<file path="config.mk">
export PLATFORM = sky130hd
export DESIGN_NAME = inst_fetch
export DESIGN_NICKNAME = d
export VERILOG_FILES = /design/src/rtl/inst_fetch_pkg.sv /design/src/rtl/fetch_fifo.sv /design/src/rtl/inst_fetch.sv
export SDC_FILE = /design/constraint.sdc
export NUM_CORES = 1
export LEC_CHECK = 0
export ABC_AREA = 0
export CAP_MARGIN = 40
export CORE_MARGIN = 4
export CORE_UTILIZATION = 47
export CTS_CLUSTER_SIZE = 8
export DETAILED_ROUTE_END_ITERATION = 8
export GPL_ROUTABILITY_DRIVEN = 0
export HOLD_SLACK_MARGIN = 0.15
export PLACE_DENSITY = 0.71
export REMOVE_ABC_BUFFERS = 1
export SYNTH_ARGS = -nofsm -noshare
export SYNTH_HDL_FRONTEND = slang
export SYNTH_SLANG_ARGS = --single-unit
export TNS_END_PERCENT = 5
</file>
<file path="constraint.sdc">
create_clock -name clk -period 3.7 [get_ports clk]
set_clock_uncertainty 0.15 [all_clocks]
set_input_delay 0.555 -clock clk [delete_from_list [all_inputs] [get_ports clk]]
set_output_delay 0.555 -clock clk [all_outputs]
set_load 0.03 [all_outputs]
</file>
<file path="src/rtl/inst_fetch_pkg.sv">
// ----------------------------------------------------------------------------
// inst_fetch_pkg
// Shared constants and types for the instruction-fetch slice.
//   - Reset / chip-enable encodings used by the ROM interface.
//   - Default bus widths and prefetch depth.
//   - Fetch FSM state type.
// ----------------------------------------------------------------------------
package inst_fetch_pkg;

   // Control encodings
   localparam logic RST_ENABLE   = 1'b1;
   localparam logic RST_DISABLE  = 1'b0;
   localparam logic CHIP_ENABLE  = 1'b1;
   localparam logic CHIP_DISABLE = 1'b0;

   // Bus geometry
   localparam int INST_ADDR_BUS     = 32;
   localparam int INST_BUS          = 32;
   localparam int INST_MEM_NUM_LOG2 = 17;

   // Prefetch FIFO depth (power of two, >= 2)
   localparam int INST_FETCH_DEPTH = 4;

   typedef enum logic {
      S_RST = 1'b0,
      S_RUN = 1'b1
   } fetch_state_t;

endpackage : inst_fetch_pkg

</file>
<file path="src/rtl/fetch_fifo.sv">
// ----------------------------------------------------------------------------
// fetch_fifo
// Synchronous FIFO holding {pc, inst} prefetch entries.
// Ports:
//   clk, rst : clock, synchronous active-high reset
//   push     : write din at the edge (ignored when full or flushing)
//   pop      : remove head at the edge (ignored when empty or flushing)
//   flush    : discard all entries at the edge; overrides push and pop
//   din      : entry to write
//   dout     : head entry, zero when empty
//   count    : occupancy, 0..DEPTH
//   full     : count == DEPTH
//   empty    : count == 0
// ----------------------------------------------------------------------------
module fetch_fifo
   import inst_fetch_pkg::*;
#(
   parameter int WIDTH = 64,
   parameter int DEPTH = INST_FETCH_DEPTH
) (
   input  logic                     clk,
   input  logic                     rst,
   input  logic                     push,
   input  logic                     pop,
   input  logic                     flush,
   input  logic [WIDTH-1:0]         din,
   output logic [WIDTH-1:0]         dout,
   output logic [$clog2(DEPTH):0]   count,
   output logic                     full,
   output logic                     empty
);

   localparam int PTR_W = $clog2(DEPTH);
   localparam int CNT_W = PTR_W + 1;

   logic [WIDTH-1:0] mem [DEPTH];
   logic [PTR_W-1:0] wr_ptr;
   logic [PTR_W-1:0] rd_ptr;
   logic             push_en;
   logic             pop_en;

   assign full    = (count == CNT_W'(DEPTH));
   assign empty   = (count == '0);
   assign push_en = push && !full && !flush;
   assign pop_en  = pop && !empty && !flush;
   assign dout    = empty ? '0 : mem[rd_ptr];

   // Pointers wrap naturally because DEPTH is a power of two; count is kept
   // separately so full and empty never alias.
   always_ff @(posedge clk) begin
      if (rst == RST_ENABLE || flush) begin
         wr_ptr <= '0;
         rd_ptr <= '0;
         count  <= '0;
      end else begin
         if (push_en) wr_ptr <= wr_ptr + PTR_W'(1);
         if (pop_en)  rd_ptr <= rd_ptr + PTR_W'(1);
         case ({push_en, pop_en})
            2'b10:   count <= count + CNT_W'(1);
            2'b01:   count <= count - CNT_W'(1);
            default: count <= count;
         endcase
      end
   end

   // NOTE: the storage array has no reset; stale contents are never visible
   // because dout is masked by empty and only written slots are ever read.
   always_ff @(posedge clk) begin
      if (push_en) mem[wr_ptr] <= din;
   end

endmodule : fetch_fifo

</file>
<file path="src/rtl/inst_fetch.sv">
// ----------------------------------------------------------------------------
// inst_fetch
// Fetch-side initiator for the instruction ROM. Generates the PC, drives the
// ROM enable/address, captures the combinational ROM data in the same cycle
// into a prefetch FIFO, and hands {pc, inst} to decode over valid/ready.
// A decode redirect flushes the FIFO and restarts fetch at the target.
// Ports:
//   clk, rst          : clock, synchronous active-high reset
//   rom_ce_o          : ROM chip enable
//   rom_addr_o        : ROM byte address (always equals fetch_pc)
//   rom_inst_i        : ROM data, valid in the same cycle as rom_ce_o
//   branch_flag_i     : redirect request from decode (highest priority)
//   branch_target_i   : redirect byte address ([1:0] forced to zero)
//   id_ready_i        : decode accepts the head this cycle
//   id_valid_o        : head entry valid
//   id_pc_o, id_inst_o: head entry, zero when empty
//   fifo_count_o      : FIFO occupancy (debug)
// ----------------------------------------------------------------------------
module inst_fetch
   import inst_fetch_pkg::*;
#(
   parameter int              ADDR_W     = INST_ADDR_BUS,
   parameter int              INST_W     = INST_BUS,
   parameter int              FIFO_DEPTH = INST_FETCH_DEPTH,
   parameter logic [ADDR_W-1:0] RESET_PC = '0
) (
   input  logic                          clk,
   input  logic                          rst,
   output logic                          rom_ce_o,
   output logic [ADDR_W-1:0]             rom_addr_o,
   input  logic [INST_W-1:0]             rom_inst_i,
   input  logic                          branch_flag_i,
   input  logic [ADDR_W-1:0]             branch_target_i,
   input  logic                          id_ready_i,
   output logic                          id_valid_o,
   output logic [ADDR_W-1:0]             id_pc_o,
   output logic [INST_W-1:0]             id_inst_o,
   output logic [$clog2(FIFO_DEPTH):0]   fifo_count_o
);

   localparam int ENTRY_W = ADDR_W + INST_W;

   fetch_state_t        state;
   logic [ADDR_W-1:0]   fetch_pc;
   logic                fifo_full;
   logic                fifo_empty;
   logic                redirect;
   logic                pop;
   logic [ENTRY_W-1:0]  head;

   // A redirect only counts once the FSM is running; the S_RST cycle ignores it.
   assign redirect   = (state == S_RUN) && branch_flag_i;
   assign rom_ce_o   = ((state == S_RUN) && !fifo_full && !branch_flag_i)
                       ? CHIP_ENABLE : CHIP_DISABLE;
   assign rom_addr_o = fetch_pc;
   assign pop        = id_valid_o && id_ready_i;

   assign id_valid_o = !fifo_empty;
   assign id_pc_o    = head[ENTRY_W-1:INST_W];
   assign id_inst_o  = head[INST_W-1:0];

   // NOTE: sequential state uses non-blocking assignments so every register
   // samples pre-edge values regardless of statement order.
   always_ff @(posedge clk) begin
      if (rst == RST_ENABLE) begin
         state    <= S_RST;
         fetch_pc <= RESET_PC;
      end else begin
         case (state)
            S_RST: state <= S_RUN;
            S_RUN: begin
               if (branch_flag_i)
                  fetch_pc <= branch_target_i & ~ADDR_W'(3);
               else if (rom_ce_o == CHIP_ENABLE)
                  fetch_pc <= fetch_pc + ADDR_W'(4);   // wraps modulo 2^ADDR_W
            end
            default: state <= S_RST;
         endcase
      end
   end

   fetch_fifo #(
      .WIDTH (ENTRY_W),
      .DEPTH (FIFO_DEPTH)
   ) u_fifo (
      .clk   (clk),
      .rst   (rst),
      .push  (rom_ce_o == CHIP_ENABLE),
      .pop   (pop),
      .flush (redirect),
      .din   ({fetch_pc, rom_inst_i}),
      .dout  (head),
      .count (fifo_count_o),
      .full  (fifo_full),
      .empty (fifo_empty)
   );

endmodule : inst_fetch
</file>
---- Word level (Yosys, flattened, before mapping) ----
Memory sizes are Yosys's and may differ from the RTL's. A register that Yosys moved wholly into a read port is not among the register bits.
Index checks and enable logic that the tools add are counted.
W data, S select, Z words.
word-level totals
  register bits after elaboration ......... 40
  bits in writable memories ............... 256
  input bits .............................. 68
  output and inout port bits .............. 101
  word-level logic and storage cells ...... 41
  memories ................................ 1
operators by class
  add/sub/neg operators ................... 5
  equal/unequal tests ..................... 3
  muxes and demuxes ....................... 10
  reduce and logical (&&, ||, !) cells .... 17
memory list
  memory      words  bits a word  read ports  clocked after memory_dff  wr ports  line              source
  u_fifo.mem  4      64           1           1                         1         fetch_fifo.sv:36  logic [WIDTH-1:0] mem [DEPTH];
operators with widths
  kind                     count
  $mux W32                 2
  $mux W64                 1
  $add A32 B3 Y32 const B  1
  $logic_and A1 B1 Y1      8
  $pmux W3 S2              1
  $add A2 B1 Y2 const B    2
  $logic_not A1 Y1         4
  $mux W1                  4
  $mux W2                  2
  $reduce_bool A2 Y1       2
  $add A3 B1 Y3 const B    1
  $eq A3 B3 Y1 const B     1
  $logic_not A3 Y1         1
  $sub A3 B1 Y3 const B    1
  $eq A2 B1 Y1 const B     1
  $eq A2 B2 Y1 const B     1
  $reduce_and A2 Y1        1
  $logic_or A1 B1 Y1       1

---- Logic depth before layout (Yosys ltp) ----
Gate-level depths: netlist of run 1.
  word-level depth ........................ 9
  gate-level depth with buffers ........... 10
  depth with buffers taken out ............ 10

---- Modules after synthesis ----
From an unflattened synthesis of run 1, not the netlist that was laid out.
second synthesis, totals
  cell total of the unflattened synthesis .. 732
  area, all modules ....................... 12,182.9 sq um
by module, submodules not included
  module      instances  cells each  area an instance (sq um)  seq. area each (sq um)
  fetch_fifo  1          461         10,149.7                  7,867.5
  inst_fetch  1          271         2,033.2                   620.6

---- Least setup slack after synthesis of run 1 ----
OpenSTA, ideal clock, no wires.
  path type ............................... input port to flip-flop
  from .................................... input branch_flag_i
  to ...................................... memory u_fifo.mem[1][0] (enable)
  setup time .............................. 0.426 ns
  arrival time ............................ 3.176 ns
  required time ........................... 3.124 ns
  path slack .............................. -0.053 ns
  stages .................................. 4
  buffers on the path ..................... 2
  cell sequence ........................... clkbuf_1 clkbuf_1 nor2_1 and2_1
between the ends
  cells in the longest elaborated chain, start to end .. 7
  elaborated cells on any way between the ends .. 9
  classes of those cells .................. mux: 3; reduce/logical: 6
ends and longest elaborated chain
  item                              line              source
  from (decl)                       inst_fetch.sv:32  input logic branch_flag_i,
  $logic_not A1 Y1                  inst_fetch.sv:53  assign rom_ce_o = ((state == S_RUN) && !fifo_full && !branch_flag_i)
  $logic_and A1 B1 Y1               inst_fetch.sv:53
  $mux W1                           inst_fetch.sv:54  ? CHIP_ENABLE : CHIP_DISABLE;
  net rom_ce_o                      inst_fetch.sv:29  output logic rom_ce_o,
  $logic_and A1 B1 Y1 (2 in a row)  fetch_fifo.sv:44  assign push_en = push && !full && !flush;
  $mux W1                           fetch_fifo.sv:69  if (push_en) mem[wr_ptr] <= din;
  $mux W1 (not written as such)     fetch_fifo.sv:69
  to (decl)                         fetch_fifo.sv:36
The timed path passes the listed nets, and every way through them passes these cells.

---- Worst setup path after layout of run 1 ----
  from .................................... register u_fifo.count[0]
  to ...................................... output rom_ce_o
between the ends
  cells in the longest elaborated chain, start to end .. 5
ends and longest elaborated chain
  item                              line              source
  from (decl)                       fetch_fifo.sv:28  output logic [$clog2(DEPTH):0] count,
  from (signal assigned)            fetch_fifo.sv:59  2'b10: count <= count + CNT_W'(1);
  from (signal assigned)            fetch_fifo.sv:60  2'b01: count <= count - CNT_W'(1);
  from (signal assigned)            fetch_fifo.sv:61  default: count <= count;
  $eq A3 B3 Y1                      fetch_fifo.sv:42  assign full = (count == CNT_W'(DEPTH));
  $logic_not A1 Y1                  inst_fetch.sv:53
  $logic_and A1 B1 Y1 (2 in a row)  inst_fetch.sv:53
  $mux W1                           inst_fetch.sv:54
  to (decl)                         inst_fetch.sv:29
No other way between the ends.

==> results of run 1 <==
==> cell families after synthesis <==
kind of cell	count (synthesis)	share of synthesized area (%)
AO/OA/AOI/OAI	74	4.300
XOR/XNOR	5	0.3698
adder cells (fa/ha/maj)	7	0.8029
buffers and inverters	50	1.859
flip-flops	288	69.64
multiplexers	71	12.56
other	1	0.03166
AND/OR/NAND/NOR	217	10.44
==> how the worst max path moves through the flow <==
| stage | to | from | depth (start not counted) |
|---|---|---|---|
| after floorplan | id_inst_o[0] | register | 2 |
| after global placement | u_fifo.count[2] | u_fifo.count[2] | 10 |
| after detailed placement | u_fifo.count[2] | u_fifo.count[2] | 10 |
| after CTS | id_inst_o[31] | register | 4 |
| after global routing | rom_ce_o | u_fifo.count[0] | 4 |
| final | rom_ce_o | u_fifo.count[0] | 4 |
==> where the power goes <==
group          total (mW)  internal (mW)  switching (mW)
clock                3.25           2.01            1.24
sequential           3.69           3.62          0.0764
combinational       0.821          0.373           0.448
total                7.77           6.00            1.77
==> synthesized netlist by cell type, drive strengths merged, types with 2 or more instances <==
library cell	number
buf	15
inv	10
a211oi	3
edfxtp	248
nand4	14
nand2	41
o22ai	3
and4	3
or3	5
xor2	3
nor4	7
nor3	9
a22oi	2
a31oi	6
or3b	2
o21ai	15
or4	2
mux2i	8
a21oi	18
and3	12
nor2b	3
dfxtp	40
a221oi	2
nand3	21
xnor2	2
ha	6
and2	69
nor2	25
o41a	3
a31o	2
clkbuf	25
o31a	3
mux4	62
o211ai	5
nand2b	2
==> registers in the layout (all words and copies together), names as in the netlist, named ones only <==
name	cells
state	1
u_fifo.count	3
rom_addr_o	30
u_fifo.rd_ptr	2
u_fifo.wr_ptr	2
u_fifo.mem	248
==> metrics by stage <==
stage               TNS [ns]  setup slack [ns]  util [%]  hold slack, ns  power (mW)
floorplan             -41.67           -0.5603         -          0.3347       4.178
global placement           0            0.7820     57.01          0.3483       4.575
finish                     0            0.2463     61.56          0.3551       7.767
detailed placement         0            0.7835     57.01          0.3632       4.583
CTS                        0            0.2163     61.56          0.3434       7.852
global route               0            0.1227     61.56          0.3702       8.051
==> routing by layer <==
metal  global-route usage, %  vias to the layer above
li1                        -                     3197
met2                   29.74                      259
met3                   3.698                       39
met4                   4.589                        0
met1                   27.22                     3513
met5                       0                        -
==> tightest hold or removal path, cell delays in order <==
cell and delay [ns]:
buf_2 0.21, nand3_1 0.12, a31oi_1 0.08
==> cell type report <==
type | instances | area (sq um) | area share, %
multi-input cells | 378 | 3398 | 22.50
flip-flops and latches | 288 | 8255 | 54.66
inverters | 10 | 37.54 | 0.2485
repair buffers | 185 | 1889 | 12.51
well taps | 324 | 405.4 | 2.684
clock buffers | 55 | 1079 | 7.142
clock inverters | 3 | 37.54 | 0.2485
==> impl_metrics.yaml, run 1 <==
setup_path:
  logic_depth_of_the_worst_register_to_register_path: 10
  slowest_library_cell_on_the_worst_path: "clkdlybuf4s50_1"
  path_class: "reg -> out"
  cp_max_fo: 9
  worst-endpoint-required_ns: 2.99
  worst-path-buf-inv: 1
  crit_path_cell_trace: "or3b_2 -> nand2_1 -> nor2_1 -> clkdlybuf4s50_1"
  reg2reg_from: "u_fifo.count[2]"
  worst_setup_path_end_kind: "output port"
  worst_path_dominant_cell_family: "simple AND/OR/NAND/NOR gates"
  crit_path_start_kind: "register"
  regToRegEndpoint: "u_fifo.count[2]"
  arrival_ns: 2.75
  ff2ff_setup_slack_ns: 0.72
  worst_path_largest_cell_delay_ns: 0.80
drt:
  routed-wl-met3_um: 1700
  overall_routed_net_length_um: 26220
  highest_layer: "met4"
  met2_length_um: 12500
  num_vias: 7008
  viasPerCell: 5.638
  drt_pre_antenna_iters: 5
  drtAntennaViolNets: 0
  drt-met1-wl_um: 11630
  drt_iter0_markers: 610
  drc_errors: 0
  wire_per_inst_um: 21.09
yosys:
  postSynthCellCount: 713
  syn_area_per_cell_sq_um: 16.61
  synth-edff-count: 248
  synthTopCellsByArea: "edfxtp_1 (63%), mux4_2 (12%), dfxtp_1 (6.8%)"
  synth-seq-cells: 288
  syn_area_sq_mm: 0.01184
  postSynth.asyncResetShare_pct: 0
  synth_sequential_area_ratio_pct: 69.64
  yosys_warnings: 0
  yosys.cell_types.count: 65
  dominantRegCellSynth: "edfxtp_1"
  synth_top_area_share_pct: 62.88
  yosys.area.top_type: "edfxtp_1"
global_route:
  grt_max_degree: 42
  antenna_found_initial: 0
  grt.total_usage_pct: 18.76
  grt-ovfl-total: 0
  first_pass_grt_wire_length_um: 41110
  grt_pass1_vias: 7115
clocking:
  clk_latency_ns: 0.52
  cts_h_tree_depth: 2
  cts_buffers: 41
  cts_hold_buf: 0
  cts-root-to-sink-buffers: 3
  cts-resized-gates: 0
  clock-sinks: 288
  clk_root_buffer_cell: "clkbuf_16"
  clk_transition_reported_paths_ns: 0.05
  cts_setup_buffers: 0
  tritoncts: "built"
worst_hold_path:
  hold_path_end: "rom_addr_o[21]"
  hold_path_class: "in -> reg"
  worstHoldPathCells: 3
  min-delay-start: "branch_flag_i"
final_layout:
  final_cell_area_sq_mm: 0.01510
  layout_commonest_cell: "edfxtp_1"
  final_layout_size_suffix_gt1_share_pct: 16.87
  area.growth.synth_to_final_pct: 27.51
  fillCellCount: 1828
  num_antenna_cells: 0
  most-common-layout-cells: "edfxtp_1 (248), clkdlybuf4s50_1 (161), and2_1 (65)"
  finalNonFillerCells: 1243
  final_net_count: 979
placed_design:
  dp.final_hpwl_um: 16710
  placedInstanceArea_sq_mm: 0.01399
  dp.cells: 1185
  port_buffers: 162
power:
  power-per-cell-area_mw_per_mm2: 514.3
  peakVddDrop_uv: 316.6
  p_leak_nw: 4.908
sta:
  timing.final.hold_violations: 0
  finalSetupViolCount: 0
  rsz0062_at_grt: "false"
  report.final.slew_viol_count: 0
  tightestPinTransition_ns: 0.6730
  layout_worst_path_cycle_share_pct: 93.34
  worst_case_headroom_to_the_max_slew_limit_pct: 54.97
  max_clock_freq_ghz: 0.2895
  finalWorstPathRequiredPeriod_ns: 3.454
die:
  standard_cell_core_area_sq_mm: 0.02453
  io_count: 169
  dieArea_sq_mm: 0.02780
  floorplan.die.width_um: 166.7
  num_rows: 57
  die_y_um: 166.7
  initial_standard_cell_utilization_of_the_core_pct: 48.28
flow_run:
  maxCapViolCount: 0
run_status:
  run_status: "finished, final reports clean"
Note: power is estimated with default switching activity, not from simulation.
==> run 2: changes to the inputs <==
Settings changed: SKIP_CTS_REPAIR_TIMING from default to 1.
==> results of run 2 <==
The final DEF is identical to that of run 1; final timing and power are the same.
==> run 3: changes to the inputs <==
Settings changed: GPL_ROUTABILITY_DRIVEN 0 to default, TNS_END_PERCENT 5 to 10.
==> results of run 3 <==
The final DEF is identical to that of run 1; final timing and power are the same.
